[src/rtl/mdu_pkg.sv]
`default_nettype none
// ============================================================================
// Module   : mdu_pkg
// Brief    : Shared op codes and FSM state encoding for the multiply/divide
//            unit and the instruction decoder that feeds it.
// Revision : 1.0 - initial release
// ============================================================================
package mdu_pkg;

    // Op codes on the 3-bit op bus; 110/111 are reserved and ignored.
    localparam logic [2:0] MDU_MULT  = 3'b000;
    localparam logic [2:0] MDU_MULTU = 3'b001;
    localparam logic [2:0] MDU_DIV   = 3'b010;
    localparam logic [2:0] MDU_DIVU  = 3'b011;
    localparam logic [2:0] MDU_MTHI  = 3'b100;
    localparam logic [2:0] MDU_MTLO  = 3'b101;

    // Controller states: IDLE accepts work, CALC iterates, FIN writes HI/LO.
    typedef enum logic [1:0] {
        IDLE = 2'd0,
        CALC = 2'd1,
        FIN  = 2'd2
    } mdu_state_t;

endpackage : mdu_pkg
`default_nettype wire

[src/rtl/mdu_div_step.sv]
`default_nettype none
// ============================================================================
// Module   : mdu_div_step
// Brief    : One combinational restoring-division iteration. Shifts the next
//            dividend bit into the partial remainder, and subtracts the
//            divisor when the subtraction does not go negative.
// Revision : 1.0 - initial release
// ============================================================================
module mdu_div_step #(
    parameter int WIDTH = 32
) (
    input  logic [WIDTH-1:0] i_rem,
    input  logic             i_dividend_bit,
    input  logic [WIDTH-1:0] i_divisor,
    output logic [WIDTH-1:0] o_rem_next,
    output logic             o_q_bit
);

    logic [WIDTH:0] w_partial;
    logic [WIDTH:0] w_diff;

    // Trial subtraction on WIDTH+1 bits. Both the kept and the restored result
    // are smaller than the divisor, so they always fit back into WIDTH bits.
    always_comb begin
        w_partial  = {i_rem, i_dividend_bit};
        w_diff     = w_partial - {1'b0, i_divisor};
        o_q_bit    = (w_partial >= {1'b0, i_divisor});
        o_rem_next = o_q_bit ? w_diff[WIDTH-1:0] : w_partial[WIDTH-1:0];
    end

endmodule : mdu_div_step
`default_nettype wire

[src/rtl/mul_div_unit.sv]
`default_nettype none
// ============================================================================
// Module   : mul_div_unit
// Brief    : Iterative MULT/MULTU/DIV/DIVU with architectural HI/LO registers.
//            Signed ops run on magnitudes, and the sign is fixed up in FIN.
//            MTHI/MTLO write in a single cycle.
// Revision : 1.0 - initial release
// ============================================================================
module mul_div_unit
    import mdu_pkg::*;
#(
    parameter int WIDTH = 32
) (
    input  logic             clk,
    input  logic             reset,
    input  logic             start,
    input  logic [2:0]       op,
    input  logic [WIDTH-1:0] src_a,
    input  logic [WIDTH-1:0] src_b,
    input  logic             flush,
    output logic             busy,
    output logic             done,
    output logic [WIDTH-1:0] hi,
    output logic [WIDTH-1:0] lo
);

    localparam int             CNT_W  = $clog2(WIDTH) + 1;
    localparam logic [CNT_W-1:0] c_last = CNT_W'(WIDTH - 1);

    mdu_state_t          r_state;
    mdu_state_t          w_state_next;
    logic [CNT_W-1:0]    r_cnt;
    logic                r_is_div;
    logic                r_neg_res;    // product / quotient must be negated
    logic                r_neg_rem;    // remainder takes the dividend's sign
    logic                r_div_zero;
    logic [WIDTH-1:0]    r_opnd;       // multiplicand or divisor magnitude
    logic [WIDTH-1:0]    r_a_raw;      // dividend as issued, for divide-by-zero
    logic [2*WIDTH-1:0]  r_acc;        // {upper/remainder, lower/quotient}
    logic [WIDTH-1:0]    r_hi;
    logic [WIDTH-1:0]    r_lo;
    logic                r_done;

    logic                w_issue;
    logic                w_accept;
    logic                w_mthi;
    logic                w_mtlo;
    logic                w_signed;
    logic                w_a_neg;
    logic                w_b_neg;
    logic [WIDTH-1:0]    w_a_mag;
    logic [WIDTH-1:0]    w_b_mag;
    logic                w_op_div;
    logic [WIDTH:0]      w_mul_sum;
    logic [2*WIDTH-1:0]  w_mul_next;
    logic [WIDTH-1:0]    w_rem_next;
    logic                w_q_bit;
    logic [2*WIDTH-1:0]  w_div_next;
    logic [2*WIDTH-1:0]  w_prod;
    logic [WIDTH-1:0]    w_res_hi;
    logic [WIDTH-1:0]    w_res_lo;

    // Issue decode and operand conditioning. flush suppresses any issue.
    always_comb begin
        w_issue  = (r_state == IDLE) && start && !flush;
        w_accept = w_issue && !op[2];
        w_mthi   = w_issue && (op == MDU_MTHI);
        w_mtlo   = w_issue && (op == MDU_MTLO);
        w_signed = (op == MDU_MULT) || (op == MDU_DIV);
        w_op_div = (op == MDU_DIV) || (op == MDU_DIVU);
        w_a_neg  = w_signed && src_a[WIDTH-1];
        w_b_neg  = w_signed && src_b[WIDTH-1];
        w_a_mag  = w_a_neg ? -src_a : src_a;
        w_b_mag  = w_b_neg ? -src_b : src_b;
    end

    // Shift-add step: the low half holds the multiplier, which is consumed
    // LSB first, and the WIDTH+1-bit sum shifts into the top of the accumulator.
    always_comb begin
        w_mul_sum  = {1'b0, r_acc[2*WIDTH-1:WIDTH]}
                   + {1'b0, (r_acc[0] ? r_opnd : {WIDTH{1'b0}})};
        w_mul_next = {w_mul_sum, r_acc[WIDTH-1:1]};
    end

    mdu_div_step #(
        .WIDTH (WIDTH)
    ) u_div_step (
        .i_rem          (r_acc[2*WIDTH-1:WIDTH]),
        .i_dividend_bit (r_acc[WIDTH-1]),
        .i_divisor      (r_opnd),
        .o_rem_next     (w_rem_next),
        .o_q_bit        (w_q_bit)
    );

    // Restoring divide: dividend bits shift out of the top of the low half and
    // quotient bits shift in at the bottom.
    always_comb begin
        w_div_next = {w_rem_next, r_acc[WIDTH-2:0], w_q_bit};
    end

    // Final sign fix-up and the special case for a zero divisor.
    always_comb begin
        w_prod   = r_neg_res ? -r_acc : r_acc;
        w_res_hi = w_prod[2*WIDTH-1:WIDTH];
        w_res_lo = w_prod[WIDTH-1:0];
        if (r_is_div) begin
            if (r_div_zero) begin
                w_res_hi = r_a_raw;
                w_res_lo = {WIDTH{1'b1}};
            end else begin
                w_res_hi = r_neg_rem ? -r_acc[2*WIDTH-1:WIDTH] : r_acc[2*WIDTH-1:WIDTH];
                w_res_lo = r_neg_res ? -r_acc[WIDTH-1:0] : r_acc[WIDTH-1:0];
            end
        end
    end

    // Next-state logic: flush aborts from any busy state.
    always_comb begin
        w_state_next = r_state;
        unique case (r_state)
            IDLE: if (w_accept) w_state_next = CALC;
            CALC: begin
                if (flush)                w_state_next = IDLE;
                else if (r_cnt == c_last) w_state_next = FIN;
            end
            FIN:     w_state_next = IDLE;
            default: w_state_next = IDLE;
        endcase
    end

    // State register.
    always_ff @(posedge clk) begin
        if (reset) r_state <= IDLE;
        else       r_state <= w_state_next;
    end

    // Datapath, HI/LO, and the registered done pulse.
    always_ff @(posedge clk) begin
        if (reset) begin
            r_cnt      <= '0;
            r_is_div   <= 1'b0;
            r_neg_res  <= 1'b0;
            r_neg_rem  <= 1'b0;
            r_div_zero <= 1'b0;
            r_opnd     <= '0;
            r_a_raw    <= '0;
            r_acc      <= '0;
            r_hi       <= '0;
            r_lo       <= '0;
            r_done     <= 1'b0;
        end else begin
            r_done <= (r_state == FIN) && !flush;
            unique case (r_state)
                IDLE: begin
                    if (w_accept) begin
                        r_cnt      <= '0;
                        r_is_div   <= w_op_div;
                        r_neg_res  <= w_a_neg ^ w_b_neg;
                        r_neg_rem  <= w_a_neg;
                        r_div_zero <= (src_b == '0);
                        r_a_raw    <= src_a;
                        r_opnd     <= w_op_div ? w_b_mag : w_a_mag;
                        r_acc      <= {{WIDTH{1'b0}}, (w_op_div ? w_a_mag : w_b_mag)};
                    end else if (w_mthi) begin
                        r_hi <= src_a;
                    end else if (w_mtlo) begin
                        r_lo <= src_a;
                    end
                end
                CALC: begin
                    if (!flush) begin
                        r_acc <= r_is_div ? w_div_next : w_mul_next;
                        r_cnt <= r_cnt + CNT_W'(1);
                    end
                end
                FIN: begin
                    if (!flush) begin
                        r_hi <= w_res_hi;
                        r_lo <= w_res_lo;
                    end
                end
                default: ;
            endcase
        end
    end

    assign busy = (r_state == CALC) || (r_state == FIN);
    assign done = r_done;
    assign hi   = r_hi;
    assign lo   = r_lo;

endmodule : mul_div_unit
`default_nettype wire

[config.mk]
export PLATFORM = sky130hd
export DESIGN_NAME = mul_div_unit
export DESIGN_NICKNAME = d
export VERILOG_FILES = /design/src/rtl/mdu_pkg.sv /design/src/rtl/mdu_div_step.sv /design/src/rtl/mul_div_unit.sv
export SDC_FILE = /design/constraint.sdc
export NUM_CORES = 1
export LEC_CHECK = 0
export CORE_ASPECT_RATIO = 0.75
export CORE_MARGIN = 2
export CORE_UTILIZATION = 59
export CTS_BUF_LIST = sky130_fd_sc_hd__clkbuf_8 sky130_fd_sc_hd__clkbuf_16
export DETAILED_ROUTE_END_ITERATION = 8
export PLACE_DENSITY_LB_ADDON = 0.2
export SLEW_MARGIN = 20
export SYNTH_ARGS = -nofsm -noshare
export SYNTH_HDL_FRONTEND = slang
export SYNTH_SLANG_ARGS = --single-unit
[constraint.sdc]
create_clock -name clk -period 3.97 [get_ports clk]
set_input_delay 1.191 -clock clk [delete_from_list [all_inputs] [get_ports clk]]
set_output_delay 1.191 -clock clk [all_outputs]
set_load 0.01 [all_outputs]
==> results.ini <==
[floorplanning]
rows = 53
ios = 137
start_util_pct = 60.2
core_area_mm2 = 0.0281
dieArea_mm2 = 0.0301
die_h_um = 151
die_w_um = 200

[worst_setup_path]
endpoint_kind = flop
reg2reg_from = r_acc[0]
critPathMaxStageDelay_ps = 540
crit_required_ps = 4430
ff2ff_path_depth = 11
path_buf_inv = 1
cpLargestDelayFamily = simple AND/OR/NAND/NOR gates
r2r_slack_ps = -10
arrival_ps = 4440
crit_chain = inv_1 > ha_1 > or3b_2 > nor2_1 > nand3_2 > or3_4 > o41ai_2 > xnor2_1 > o21ai_1 > a211o_1 > a21oi_1
worstSetupPathType = flop to flop
start_kind = flop
r2r-end = hi[28]
slowest_stage = or3_4
cp_max_fo = 12

[logic_synthesis]
yosysTopAreaCellShare_pct = 24.3
ys_seq_area_share_pct = 24.3
synth_top_family_by_area = compound AO/OA/AOI/OAI gates
yosys.area_share.adder_pct = 5.56
synth_compound_area_share_pct = 27.9
synth_mux_area_share_pct = 4.52
yosysWarnings = 0
syn_nets = 2468
synthTopCellsByArea = dfxtp_1 (24%), a21oi_1 (6.7%), nand2_1 (6.3%)
synthFlopType = dfxtp_1
async_flop_share_pct = 0
synth-xor-area-share_pct = 10.2
yosys.area_share.simple_pct = 21.8
syn_avg_cell_area_um2 = 7.28
ys_ff_latch = 205
synth.distinct_cells = 90
netlist_area_mm2 = 0.0169
netlist_instances = 2323
synth-edff-count = 0
synth_top_area_cell = dfxtp_1

[clock_network]
cts.sinks = 205
postCtsHoldBufs = 0
htree_levels = 1
cts_tree = yes
clk_latency_ps = 550
clk_pin_slew_worst_paths_ps = 60
cts_buffer_depth = 3
post_cts_buffers = 0
cts-resized-gates = 0
cts-root-buf = clkbuf_16
cts_made_buffers = 24

[sta]
slew_headroom_pct = 29.3
timing.final.crit_share_pct = 100
whs_ps = 450
fin_ws_ps = -11.3
layout_min_cycle_time_ps = 3980
fmax_ghz = 0.251
setup_tns_ps = -11.3
tightest_slew_ps = 1060
clock_skew_ps = 16.8
setup_viol = 1
slew_violations = 0
hold_viol = 0
rsz0062_at_grt = false

[power]
p_per_area_mw_per_mm2 = 309
ir_worst_vdd_mv = 0.261
p_int_mw = 4.17
seq_power_share_pct = 35.4
combPwrFrac_pct = 26.4
p_switching_mw = 2.11
leakage_nw = 7.98
netSwitchingFraction_pct = 33.6
p_clk_share_pct = 38.2

[hold_path]
min_path_type = flop to flop
hold_depth = 2
whs_endpoint = lo[14]
hp-start = lo[14]

[global_route]
antenna_found_initial = 3
grt_pass1_vias = 18156
overflow = 0
grt_max_degree = 85
track_usage_pct = 47.2
grt_first_pass_wirelength_um = 107000

[placement]
dpl.hpwl_um = 53800
place_area_mm2 = 0.0195
place_congestion = 1.10
port_buffers = 136

[cells_and_area]
drive_gt1_share_pct = 11.0
layout_commonest_cell = nand2_1
final_cell_area_mm2 = 0.0203
area_growth_pct = 20.1
fin_nets = 2619
layout_common_cells = nand2_1 (283), nor2_1 (244), a21oi_1 (227)

[drt]
vias_per_cell = 6.88
drc_errors = 1
avgRoutedWirePerCell_um = 25.0
drt_iter0_markers = 3150
drt_wl_total_um = 72000
ant_nets = 0
drt_first_pass_iters = 9
via_count = 19788

[run]
maxCapViolations = 0

[run_status]
violations = DRC, setup timing
status = finished with violations

[final cells by class]
| class | count | area, um2 |
|---|---|---|
| repair buffers | 308 | 2760 |
| multi-input cells | 1864 | 11900 |
| flip-flops and latches | 205 | 4110 |
| clock inverters | 18 | 205 |
| diodes | 1 | 2.50 |
| clock buffers | 25 | 626 |
| well taps | 385 | 482 |
| inverters | 71 | 267 |
| fillers | 2254 | 7810 |
[synthesized netlist by cell type, types with 5 or more instances]
cell type,count
nand2_1,283
nor2_1,247
a21oi_1,227
dfxtp_1,205
clkbuf_1,160
o21ai_0,133
xnor2_1,112
xor2_1,85
ha_1,72
inv_1,69
nor3_1,57
mux2i_1,55
a211oi_1,41
o221ai_1,40
nand3_1,33
a21o_1,26
o31ai_1,26
a222oi_1,24
a22oi_1,21
nand4_1,21
o211ai_1,20
and3_1,19
mux2_2,19
nor4_1,19
o41ai_1,19
or3_1,19
o21a_1,16
o21ai_1,16
a31oi_1,15
nand2b_1,14
nor2b_1,14
o21bai_1,14
or4_1,14
buf_1,13
a311oi_1,10
or2_2,10
and2_1,9
o22ai_1,9
a221oi_1,7
buf_2,7
o31a_1,7
a32oi_1,6
a211o_1,5
[worst max-delay path by stage]
stage / startpoint / end / slack (ps) / cells after the start
finish: r_acc[0] / hi[28] / -10 / 11
global route: r_acc[0] / hi[28] / 10 / 11
CTS: r_acc[0] / r_acc[58] / 310 / 14
detailed placement: src_a[18] / r_acc[29] / -180 / 9
global placement: src_a[18] / r_acc[31] / -170 / 10
floorplan: src_a[19] / r_acc[27] / 340 / 10
[metal layers]
metal / part of all wire [%] / track usage, %
met5: 0.017 / 0.673
met4: 6.1 / 24.6
met3: 17 / 19.6
met2: 38 / 64.0
met1: 38 / 63.1
[stage by stage]
| stage | worst slack, ps | utilization (%) | power, mW | cells |
|---|---|---|---|---|
| 3_5_place_dp | -182 | 69.3 | 3.82 | 2833 |
| 3_3_place_gp | -173 | 69.3 | 3.80 | 2833 |
| 5_1_grt | 13.2 | 72.2 | 6.43 | 2877 |
| 6_report | -11.3 | 72.2 | 6.28 | 2877 |
| 4_1_cts | 313 | 72.2 | 6.17 | 2876 |
| 2_1_floorplan | 336 | - | 3.14 | 2323 |
[worst min-delay path: cells and delay by family, from the launching register on]
kind            cells  cell delay [ps]
flops               1              310
simple gates        1               50
compound gates      1               50
[registers in the layout (all words and copies together), names as in the netlist]
register    flops
done            1
hi             32
lo             32
r_a_raw        32
r_acc          64
r_cnt           6
r_div_zero      1
r_is_div        1
r_neg_rem       1
r_neg_res       1
r_opnd         32
r_state         2
[power groups by stage]
stage | combinational [mW] | sequential [mW] | clock [mW]
6_report | 1.66 | 2.22 | 2.40
3_3_place_gp | 1.54 | 2.26 | 0
5_1_grt | 1.73 | 2.22 | 2.47
4_1_cts | 1.57 | 2.21 | 2.38
2_1_floorplan | 0.930 | 2.21 | 0
3_5_place_dp | 1.56 | 2.26 | 0
[cell families after synthesis]
logic type / Yosys count
AO/OA/AOI/OAI: 722
XOR/XNOR: 197
adder cells (fa/ha/maj): 74
buffers and inverters: 254
flip-flops: 205
multiplexers: 74
AND/OR/NAND/NOR: 797
(Power assumes the default switching activity.)
